## src/rtl/dp_pkg.sv

```systemverilog
// Shared types and encodings for the data-processing sequencer and its datapath.
package dp_pkg;

    typedef enum logic [2:0] {
        ST_IDLE,
        ST_HLOAD,
        ST_LOAD,
        ST_EXEC,
        ST_WB
    } state_t;

    // ALU operation encodings driven on ALU_op
    localparam logic [2:0] ALU_ADD = 3'b000;
    localparam logic [2:0] ALU_SUB = 3'b001;
    localparam logic [2:0] ALU_AND = 3'b010;
    localparam logic [2:0] ALU_ORR = 3'b011;
    localparam logic [2:0] ALU_EOR = 3'b100;
    localparam logic [2:0] ALU_MOV = 3'b101;
    localparam logic [2:0] ALU_MVN = 3'b110;
    localparam logic [2:0] ALU_CMP = 3'b111;

    typedef enum logic [3:0] {
        COND_EQ = 4'b0000,
        COND_NE = 4'b0001,
        COND_CS = 4'b0010,
        COND_CC = 4'b0011,
        COND_MI = 4'b0100,
        COND_PL = 4'b0101,
        COND_VS = 4'b0110,
        COND_VC = 4'b0111,
        COND_HI = 4'b1000,
        COND_LS = 4'b1001,
        COND_GE = 4'b1010,
        COND_LT = 4'b1011,
        COND_GT = 4'b1100,
        COND_LE = 4'b1101,
        COND_AL = 4'b1110,
        COND_NV = 4'b1111
    } cond_t;

    typedef enum logic [1:0] {
        SHIFT_LSL = 2'b00,
        SHIFT_LSR = 2'b01,
        SHIFT_ASR = 2'b10,
        SHIFT_ROR = 2'b11
    } shift_t;

    // Instruction fields captured on the accept cycle (immediate kept separately
    // because its width is a top-level parameter).
    typedef struct packed {
        logic [3:0] cond;
        logic [2:0] alu;
        logic [3:0] rn;
        logic [3:0] rm;
        logic [3:0] rs;
        logic [3:0] rd;
        logic [1:0] shift_op;
        logic [4:0] shift_imm;
        logic       use_imm;
        logic       shift_reg;
        logic       zero_a;
        logic       set_flags;
        logic       write;
    } op_fields_t;

endpackage

```

## src/rtl/cond_eval.sv

```systemverilog
// Combinational ARM condition-code check against an NZCV nibble {N,Z,C,V}.
module cond_eval
    import dp_pkg::*;
(
    input  logic [3:0] cond,
    input  logic [3:0] nzcv,
    output logic       pass
);

    logic flag_n;
    logic flag_z;
    logic flag_c;
    logic flag_v;

    assign flag_n = nzcv[3];
    assign flag_z = nzcv[2];
    assign flag_c = nzcv[1];
    assign flag_v = nzcv[0];

    always_comb begin
        pass = 1'b0;
        case (cond)
            COND_EQ: pass = flag_z;
            COND_NE: pass = !flag_z;
            COND_CS: pass = flag_c;
            COND_CC: pass = !flag_c;
            COND_MI: pass = flag_n;
            COND_PL: pass = !flag_n;
            COND_VS: pass = flag_v;
            COND_VC: pass = !flag_v;
            COND_HI: pass = flag_c && !flag_z;
            COND_LS: pass = !flag_c || flag_z;
            COND_GE: pass = (flag_n == flag_v);
            COND_LT: pass = (flag_n != flag_v);
            COND_GT: pass = !flag_z && (flag_n == flag_v);
            COND_LE: pass = flag_z || (flag_n != flag_v);
            COND_AL: pass = 1'b1;
            default: pass = 1'b0;
        endcase
    end

endmodule

```

## src/rtl/dp_sequencer.sv

```systemverilog
// Multi-cycle controller for the register-file/shifter/ALU datapath: IDLE -> LOAD -> EXEC -> WB
// for instructions, IDLE -> HLOAD for host register loads (host wins ties).
module dp_sequencer
    import dp_pkg::*;
#(
    parameter int STATUS_W = 32,
    parameter int IMM_W    = 32
) (
    input  logic                clk,
    input  logic                rst_n,
    input  logic                ld_valid,
    input  logic [3:0]          ld_addr,
    output logic                ld_ready,
    input  logic                op_valid,
    output logic                op_ready,
    input  logic [3:0]          op_cond,
    input  logic [2:0]          op_alu,
    input  logic [3:0]          op_rn,
    input  logic [3:0]          op_rm,
    input  logic [3:0]          op_rs,
    input  logic [3:0]          op_rd,
    input  logic [1:0]          op_shift_op,
    input  logic [4:0]          op_shift_imm,
    input  logic [IMM_W-1:0]    op_imm,
    input  logic                op_use_imm,
    input  logic                op_shift_reg,
    input  logic                op_zero_a,
    input  logic                op_set_flags,
    input  logic                op_write,
    input  logic [STATUS_W-1:0] status_in,
    output logic [3:0]          A_addr,
    output logic [3:0]          B_addr,
    output logic [3:0]          shift_addr,
    output logic [3:0]          w_addr,
    output logic                en_A,
    output logic                en_B,
    output logic                en_S,
    output logic                en_status,
    output logic                w_en,
    output logic                sel_A,
    output logic                sel_B,
    output logic                sel_shift,
    output logic                wb_sel,
    output logic [1:0]          shift_op,
    output logic [31:0]         shift_imme,
    output logic [IMM_W-1:0]    imme_data,
    output logic [2:0]          ALU_op,
    output logic                done,
    output logic                skipped
);

    state_t     state;
    state_t     state_next;
    op_fields_t op_q;
    logic [IMM_W-1:0] imm_q;
    logic [3:0] ld_addr_q;
    logic       cond_pass;
    logic       unused_status;

    assign unused_status = ^status_in[STATUS_W-5:0];

    cond_eval u_cond_eval (
        .cond (op_q.cond),
        .nzcv (status_in[STATUS_W-1 -: 4]),
        .pass (cond_pass)
    );

    // State register plus the instruction / host-load latches, written only on accept
    always_ff @(posedge clk) begin
        if (!rst_n) begin
            state     <= ST_IDLE;
            op_q      <= '0;
            imm_q     <= '0;
            ld_addr_q <= '0;
        end else begin
            state <= state_next;
            if (op_ready) begin
                op_q.cond      <= op_cond;
                op_q.alu       <= op_alu;
                op_q.rn        <= op_rn;
                op_q.rm        <= op_rm;
                op_q.rs        <= op_rs;
                op_q.rd        <= op_rd;
                op_q.shift_op  <= op_shift_op;
                op_q.shift_imm <= op_shift_imm;
                op_q.use_imm   <= op_use_imm;
                op_q.shift_reg <= op_shift_reg;
                op_q.zero_a    <= op_zero_a;
                op_q.set_flags <= op_set_flags;
                op_q.write     <= op_write;
                imm_q          <= op_imm;
            end
            if (ld_ready) begin
                ld_addr_q <= ld_addr;
            end
        end
    end

    // Outputs are forced low while rst_n is low so an abort never leaks a write,
    // a flag update or a handshake on the reset edge itself.
    always_comb begin
        state_next = state;
        ld_ready   = 1'b0;
        op_ready   = 1'b0;
        A_addr     = '0;
        B_addr     = '0;
        shift_addr = '0;
        w_addr     = '0;
        en_A       = 1'b0;
        en_B       = 1'b0;
        en_S       = 1'b0;
        en_status  = 1'b0;
        w_en       = 1'b0;
        sel_A      = 1'b0;
        sel_B      = 1'b0;
        sel_shift  = 1'b0;
        wb_sel     = 1'b0;
        shift_op   = '0;
        shift_imme = '0;
        imme_data  = '0;
        ALU_op     = '0;
        done       = 1'b0;
        skipped    = 1'b0;

        if (rst_n) begin
            // Mux/ALU controls are set up in EXEC and held through WB
            if (state == ST_EXEC || state == ST_WB) begin
                sel_A      = op_q.zero_a;
                sel_B      = op_q.use_imm;
                sel_shift  = op_q.shift_reg;
                shift_op   = op_q.shift_op;
                shift_imme = {27'b0, op_q.shift_imm};
                imme_data  = imm_q;
                ALU_op     = op_q.alu;
            end

            case (state)
                ST_IDLE: begin
                    ld_ready = ld_valid;
                    op_ready = op_valid && !ld_valid;
                    if (ld_valid) begin
                        state_next = ST_HLOAD;
                    end else if (op_valid) begin
                        state_next = ST_LOAD;
                    end
                end
                ST_HLOAD: begin
                    w_en       = 1'b1;
                    wb_sel     = 1'b1;
                    w_addr     = ld_addr_q;
                    state_next = ST_IDLE;
                end
                ST_LOAD: begin
                    if (cond_pass) begin
                        en_A       = 1'b1;
                        en_B       = 1'b1;
                        en_S       = 1'b1;
                        A_addr     = op_q.rn;
                        B_addr     = op_q.rm;
                        shift_addr = op_q.rs;
                        state_next = ST_EXEC;
                    end else begin
                        done       = 1'b1;
                        skipped    = 1'b1;
                        state_next = ST_IDLE;
                    end
                end
                ST_EXEC: begin
                    en_status  = op_q.set_flags;
                    state_next = ST_WB;
                end
                ST_WB: begin
                    w_en       = op_q.write;
                    w_addr     = op_q.rd;
                    done       = 1'b1;
                    state_next = ST_IDLE;
                end
                default: begin
                    state_next = ST_IDLE;
                end
            endcase
        end
    end

endmodule

```

## config.mk

```make
export PLATFORM = sky130hd
export DESIGN_NAME = dp_sequencer
export DESIGN_NICKNAME = d
export VERILOG_FILES = /design/src/rtl/dp_pkg.sv /design/src/rtl/cond_eval.sv /design/src/rtl/dp_sequencer.sv
export SDC_FILE = /design/constraint.sdc
export NUM_CORES = 1
export LEC_CHECK = 0
export ABC_AREA = 1
export CORE_MARGIN = 2
export CORE_UTILIZATION = 42
export CTS_CLUSTER_DIAMETER = 50
export CTS_CLUSTER_SIZE = 8
export DETAILED_ROUTE_END_ITERATION = 8
export PLACE_DENSITY = 0.9
export SYNTH_ARGS = -nofsm -noshare
export SYNTH_HDL_FRONTEND = slang
export SYNTH_SLANG_ARGS = --single-unit
```

## constraint.sdc

```tcl
create_clock -name clk -period 7.9 [get_ports clk]
set_clock_uncertainty 0.1 [all_clocks]
set_input_delay 2.37 -clock clk [delete_from_list [all_inputs] [get_ports clk]]
set_output_delay 2.37 -clock clk [all_outputs]
set_load 0.01 [all_outputs]
```

# Word-level counts from Yosys, hierarchy flattened
# Index checks and enable logic that the tools add are counted.
[classes]
n_reduce_logical = 13
muxes = 48
eq_ne = 21
[op_table]
columns = ["cell", "n"]
rows = [
  ["2-to-1 mux 32 bit", 2],
  ["2-to-1 mux 4 bit", 10],
  ["equality test 4 bit (second input constant)", 7],
  ["2-to-1 mux 1 bit", 22],
  ["equality test 4 x 3 -> 1 bit (second input constant)", 4],
  ["case mux 1 bit (15 select lines)", 1],
  ["2-to-1 mux 3 bit", 4],
  ["2-to-1 mux 5 bit", 2],
  ["case mux 3 bit (3 select lines)", 1],
  ["equality test 4 x 2 -> 1 bit (second input constant)", 2],
  ["case mux 4 bit (2 select lines)", 1],
  ["equality test 3 x 2 -> 1 bit (second input constant)", 2],
  ["2-to-1 mux 2 bit", 3],
  ["logical NOT 1 bit", 5],
  ["equality test 4 x 1 -> 1 bit (second input constant)", 1],
  ["logical NOT 4 bit", 1],
  ["case mux 1 bit (2 select lines)", 2],
  ["equality test 3 x 1 -> 1 bit (second input constant)", 1],
  ["equality test 3 bit (second input constant)", 1],
  ["logical AND 1 bit", 3],
  ["logical NOT 3 bit", 1],
  ["logical OR 1 bit", 3],
  ["!= test 3 bit (second input constant)", 1],
  ["equality test 1 bit", 1],
  ["!= test 1 bit", 1],
]
[word_totals]
out_inout_bits = 98
reg_bits = 74
input_bits = 107
word_cells = 98

# Logic depth before layout (Yosys ltp)
[logic_depth]
ltp_word = 6
depth_mapped = 13
depth_no_buf = 13

# Hierarchy
# A second synthesis with hierarchy kept.
[hier_totals]
cells_unflattened = 581
area_unflattened_um2 = 3784.9
[modules_own_cells]
columns = ["mod", "seq_area_each_um2", "area_each_um2", "cells_each", "instances"]
rows = [
  ["dp_sequencer", 1481.4, 3555.9, 526, 1],
  ["cond_eval", 0.0, 229.0, 55, 1],
]

# Worst setup path before layout
# OpenSTA, ideal clock, no wires.
[synth_timing]
path_type = "in2out"
start = "in status_in[31]"
end = "out en_B"
t_arrival_ns = 3.520
t_required_ns = 5.430
path_stages = 13
setup_slack_ns = 1.910
n_path_buf = 2
path_cell_list = "inv_1 > nand2_1 > nand2_1 > nand2_1 > nand2_1 > nand2_1 > nand2_1 > nor2_1 > nand2_1 > nand2_2 > buf_4 > nor2_1 > buf_4"
[synth_between]
elab_chain_len = 6
elab_cells_between_ends = 9
cone_classes = "2 x eq/ne; 4 x mux; 3 x reduce/logical"
[synth_rtl]
columns = ["element", "line", "source"]
rows = [
  ["start, declared", "dp_sequencer.sv:30", "input logic [STATUS_W-1:0] status_in,"],
  ["!= test 1 bit or equality test 1 bit (tied branches)", "n/a", ""],
  ["logical OR 1 bit or logical AND 1 bit (tied branches)", "cond_eval.sv:36, cond_eval.sv:35", ""],
  ["case mux 1 bit (15 select lines) (*)", "cond_eval.sv:22", "case (cond)"],
  ["2-to-1 mux 1 bit (*) (3 in a row)", "n/a", ""],
  ["end, declared", "dp_sequencer.sv:36", "output logic en_B,"],
]
# Every way passes the cells marked *; elsewhere a longest branch is shown, timed or not.

# Final worst setup path
[layout_timing]
start = "in status_in[31]"
end = "out en_S"
[layout_between]
elab_chain_len = 6
elab_cells_between_ends = 9
cone_classes = "2 x eq/ne; 4 x mux; 3 x reduce/logical"
[layout_rtl]
columns = ["element", "line", "source"]
rows = [
  ["!= test 1 bit or equality test 1 bit (tied branches)", "n/a", ""],
  ["logical OR 1 bit or logical AND 1 bit (tied branches)", "cond_eval.sv:36, cond_eval.sv:35", ""],
  ["case mux 1 bit (15 select lines) (*)", "cond_eval.sv:22", ""],
  ["2-to-1 mux 1 bit (*)", "dp_sequencer.sv:154", "if (cond_pass) begin"],
  ["2-to-1 mux 1 bit (*)", "dp_sequencer.sv:137", "case (state)"],
  ["2-to-1 mux 1 bit (*)", "dp_sequencer.sv:125", "if (rst_n) begin"],
  ["end, declared", "dp_sequencer.sv:37", "output logic en_S,"],
]
# Marks and branches as above.

==> summary.md <==
| Metric | Value |
|---|---|
| Status | completed |
| RD Place Congestion | around 0.83 |
| Die H | 97.0 um |
| Worst setup SP type | input port |
| Worst Path Arrival | around 4.5 ns |
| GRT Total Usage | 18.8% |
| Antenna violations before repair | 0 |
| Largest cells by area after synthesis | dfxtp_1 (41%), nand2_1 (18%), o21ai_2 (12%) |
| RSZ-0062 raised after global routing | false |
| R2R Path End | imm_q[23] |
| Final nets | 733 |
| Setup TNS | 0 ns |
| GR Overflow Total | 0 |
| Core region area | just over 0.008 mm2 |
| Pin count of the biggest net entering global routing | 68 |
| Ports | 205 |
| Clock power frac | between 30 and 40% |
| Worst path cell trace | clkdlybuf4s50_1, inv_1, nand2_1, nand3_1, nand2_1, nand2_1, nand2_1, nor2_1, nand2_1, nand2_2, nor2_1, clkdlybuf4s50_1 |
| Critical setup path kind | input port to output port |
| Clock Latency Late Sink | 0.33 ns |
| FMAX | 144 MHz |
| Via count | 3,457 |
| CTS buffer count | 9 |
| Peak supply drop | 0.0000837 V |
| Clk buf depth | 2 |
| Reg2reg start | state[0] |
| Logic gate share of total power | 16.0% |
| TritonCTS clock tree | yes |
| First-pass GRT wire length | 14,800 um |
| Hold Crit Start | ld_addr_q[0] |
| Gr busiest metal | met2 |
| # diodes | 0 |
| Area grow syn2layout | 41.2% |
| Leak | 2.01 nW |
| Max-slew headroom | 33.5% |
| P per Cell Area | 156 mW/mm2 |
| Post-route DRC | 0 |
| TritonCTS sink count | 74 |
| Number of synthesized flops with an enable pin | 0 |
| Vias per inst | 4.71 |
| Final Hold Vio Count | 0 |
| Worst EP required | about 5.4 ns |
| Critical Path End Type | output port |
| WP buf/inv | 3 |
| Top post-synthesis cells by count | nand2_1 (170), dfxtp_1 (74), nor2_1 (73) |
| Final min period | 6.97 ns |
| Sw Ratio | 25.1% |
| Async SR Flop Fraction | 0% |
| Ys flop type | dfxtp_1 |
| Max Cap Viol | 0 |
| IO Port Bufs | 149 |
| H-tree Lvls | 3 |
| GRT met1 Usage | 21.6% |
| CP peak stage delay | 0.58 ns |
| Met2 usage | 32.9% |
| CP max stage cell | clkdlybuf4s50_1 |
| Sw Pwr | 0.201 mW |
| Slew at the pin closest to its max-slew limit | 0.995 ns |
| Synth warn | 0 |
| Distinct cells, synth | 26 |
| Reg power frac | around half |
| Most common cell in the netlist | nand2_1 |
| Register area share after synthesis | 40.8% |
| FP Rows | 33 |
| Avg Synthesized Cell Area | between 7 and 8 um2 |
| Die Wd | just under 100 um |
| Cts repair resizes | 0 |
| Depth of the most critical reg-to-reg path | 11 |
| Antenna-violating nets left | 0 |
| Synth Cell Area | around 0.0036 mm2 |
| Final hold slack | 0.369 ns |
| Clock transition at the registers of the reported paths | 0.07 ns |
| R2r setup slk | 5.14 ns |
| Hold_buf cts | 0 |
| Root buffer cell | clkbuf_8 |
| Number of endpoints failing setup at the final stage | 0 |
| Mapped Cells | 493 |
| Layout cells sized above 1 | 12.1% |
| Starting Density | 43.8% |
| Cell-internal power | 0.599 mW |
| Share of the synthesized area in the top cell type | 40.8% |
| Hold WC Path Type | flop to flop |
| Critical path fanouts, max | 15 |
| Leading area contributor after synthesis | dfxtp_1 |
| Most used cell, CP | nand2_1 |
| Post-CTS Setup Repair Bufs | 0 |
| Full die area | approximately 0.0094 mm2 |
| Yosys reg bits | 74 |
| Via count of the first global-routing pass | 3,369 |
| Tcrit/Tclk final | 88.2% |
| Routed wire per std cell | 12.1 um |
| Hold Path Sink | ld_addr_q[0] |
| Detailed placer's ending HPWL | 6530 um |
| DRT Pass-1 Iters | 4 |
| Detailed Route WL | 8890 um |
| Fillers | 727 |
| Largest delay share family, worst path | buffers and inverters |
| Slew Limit Fails | 0 |
| Met3 Resource Use GR | under 10% |
| Iter 0 DRT Violations | 121 |
| Hold Path Stages | 2 |
per-layer routing:
layer / vias up / wire [um]
met5: - / 0
met4: 0 / 199
met3: 16 / 668
met2: 134 / 4340
met1: 1532 / 3680
li1: 1775 / -
power by group through the flow:
stage	sequential (mW)	combinational [mW]	clock, mW
floorplan	0.410	0.0867	0
global placement	0.411	0.125	0
detailed placement	0.412	0.128	0
CTS	0.404	0.129	0.276
global route	0.406	0.142	0.292
finish	0.404	0.128	0.268
logic make-up after synthesis:
logic type      count (synthesis)  share of synthesized area, %
simple gates                  267                          29.2
buf+inv                        78                          13.9
flops                          74                          40.8
compound gates                 73                          16.0
other cells                     1                         0.103
per-stage QoR:
step | power [mW] | std cells | setup slack (ns) | util [%] | cell area, um2
6_report | 0.800 | 734 | 0.932 | 61.9 | 5130
3_3_place_gp | 0.536 | 720 | 0.978 | 59.8 | 4960
4_1_cts | 0.809 | 734 | 0.931 | 61.9 | 5130
5_1_grt | 0.840 | 734 | 0.738 | 61.9 | 5130
3_5_place_dp | 0.540 | 720 | 0.939 | 59.8 | 4960
2_1_floorplan | 0.496 | 519 | 1.91 | - | 3730
sequential cells by signal (all words and copies together), names as in the netlist:
| name | count |
|---|---|
| imm_q | 32 |
| ld_addr_q | 4 |
| op_q | 35 |
| state | 3 |
layout by cell type (no fill, tap or decap):
master	n
nand2_1	170
clkdlybuf4s50_1	148
dfxtp_1	74
nor2_1	73
o21ai_2	50
conb_1	27
inv_1	19
nand3_1	13
clkbuf_8	9
o21ai_0	7
a21oi_1	6
a32o_1	4
buf_4	4
nor3_1	3
o31ai_1	3
nor2_2	2
nor2_4	2
o21ai_1	2
clkbuf_1	2
inv_2	1
nand3_4	1
inv_4	1
nand3b_1	1
o211ai_1	1
nand2_2	1
or2_2	1
clkinvlp_4	1
bufinv_16	1
clkinv_2	1
buf_2	1
cell type report:
class	count	area, um2	share of cell area, %
clock inverter	3	42.5	0.829
inverter	21	81.3	1.58
timing repair buffer	153	1520	29.5
multi-input combinational	367	1750	34.1
sequential	74	1480	28.9
clock buffer	11	131	2.56
tap	105	131	2.56
worst max path at each step:
stage / from / end / slack (ns) / depth (start not counted)
after global routing: status_in[31] / en_A / 0.74 / 12
after floorplan: status_in[31] / en_B / 1.91 / 13
after detailed placement: status_in[31] / en_S / 0.94 / 12
final: status_in[31] / en_S / 0.93 / 12
after CTS: status_in[31] / en_S / 0.93 / 12
after global placement: status_in[28] / en_S / 0.98 / 12
worst min-delay path: stages, from the launching register on:
cell     delay (ns)
dfxtp_1        0.31
nand2_1        0.06
a21oi_1        0.05
No activity file was read; power rests on OpenSTA's default activity.
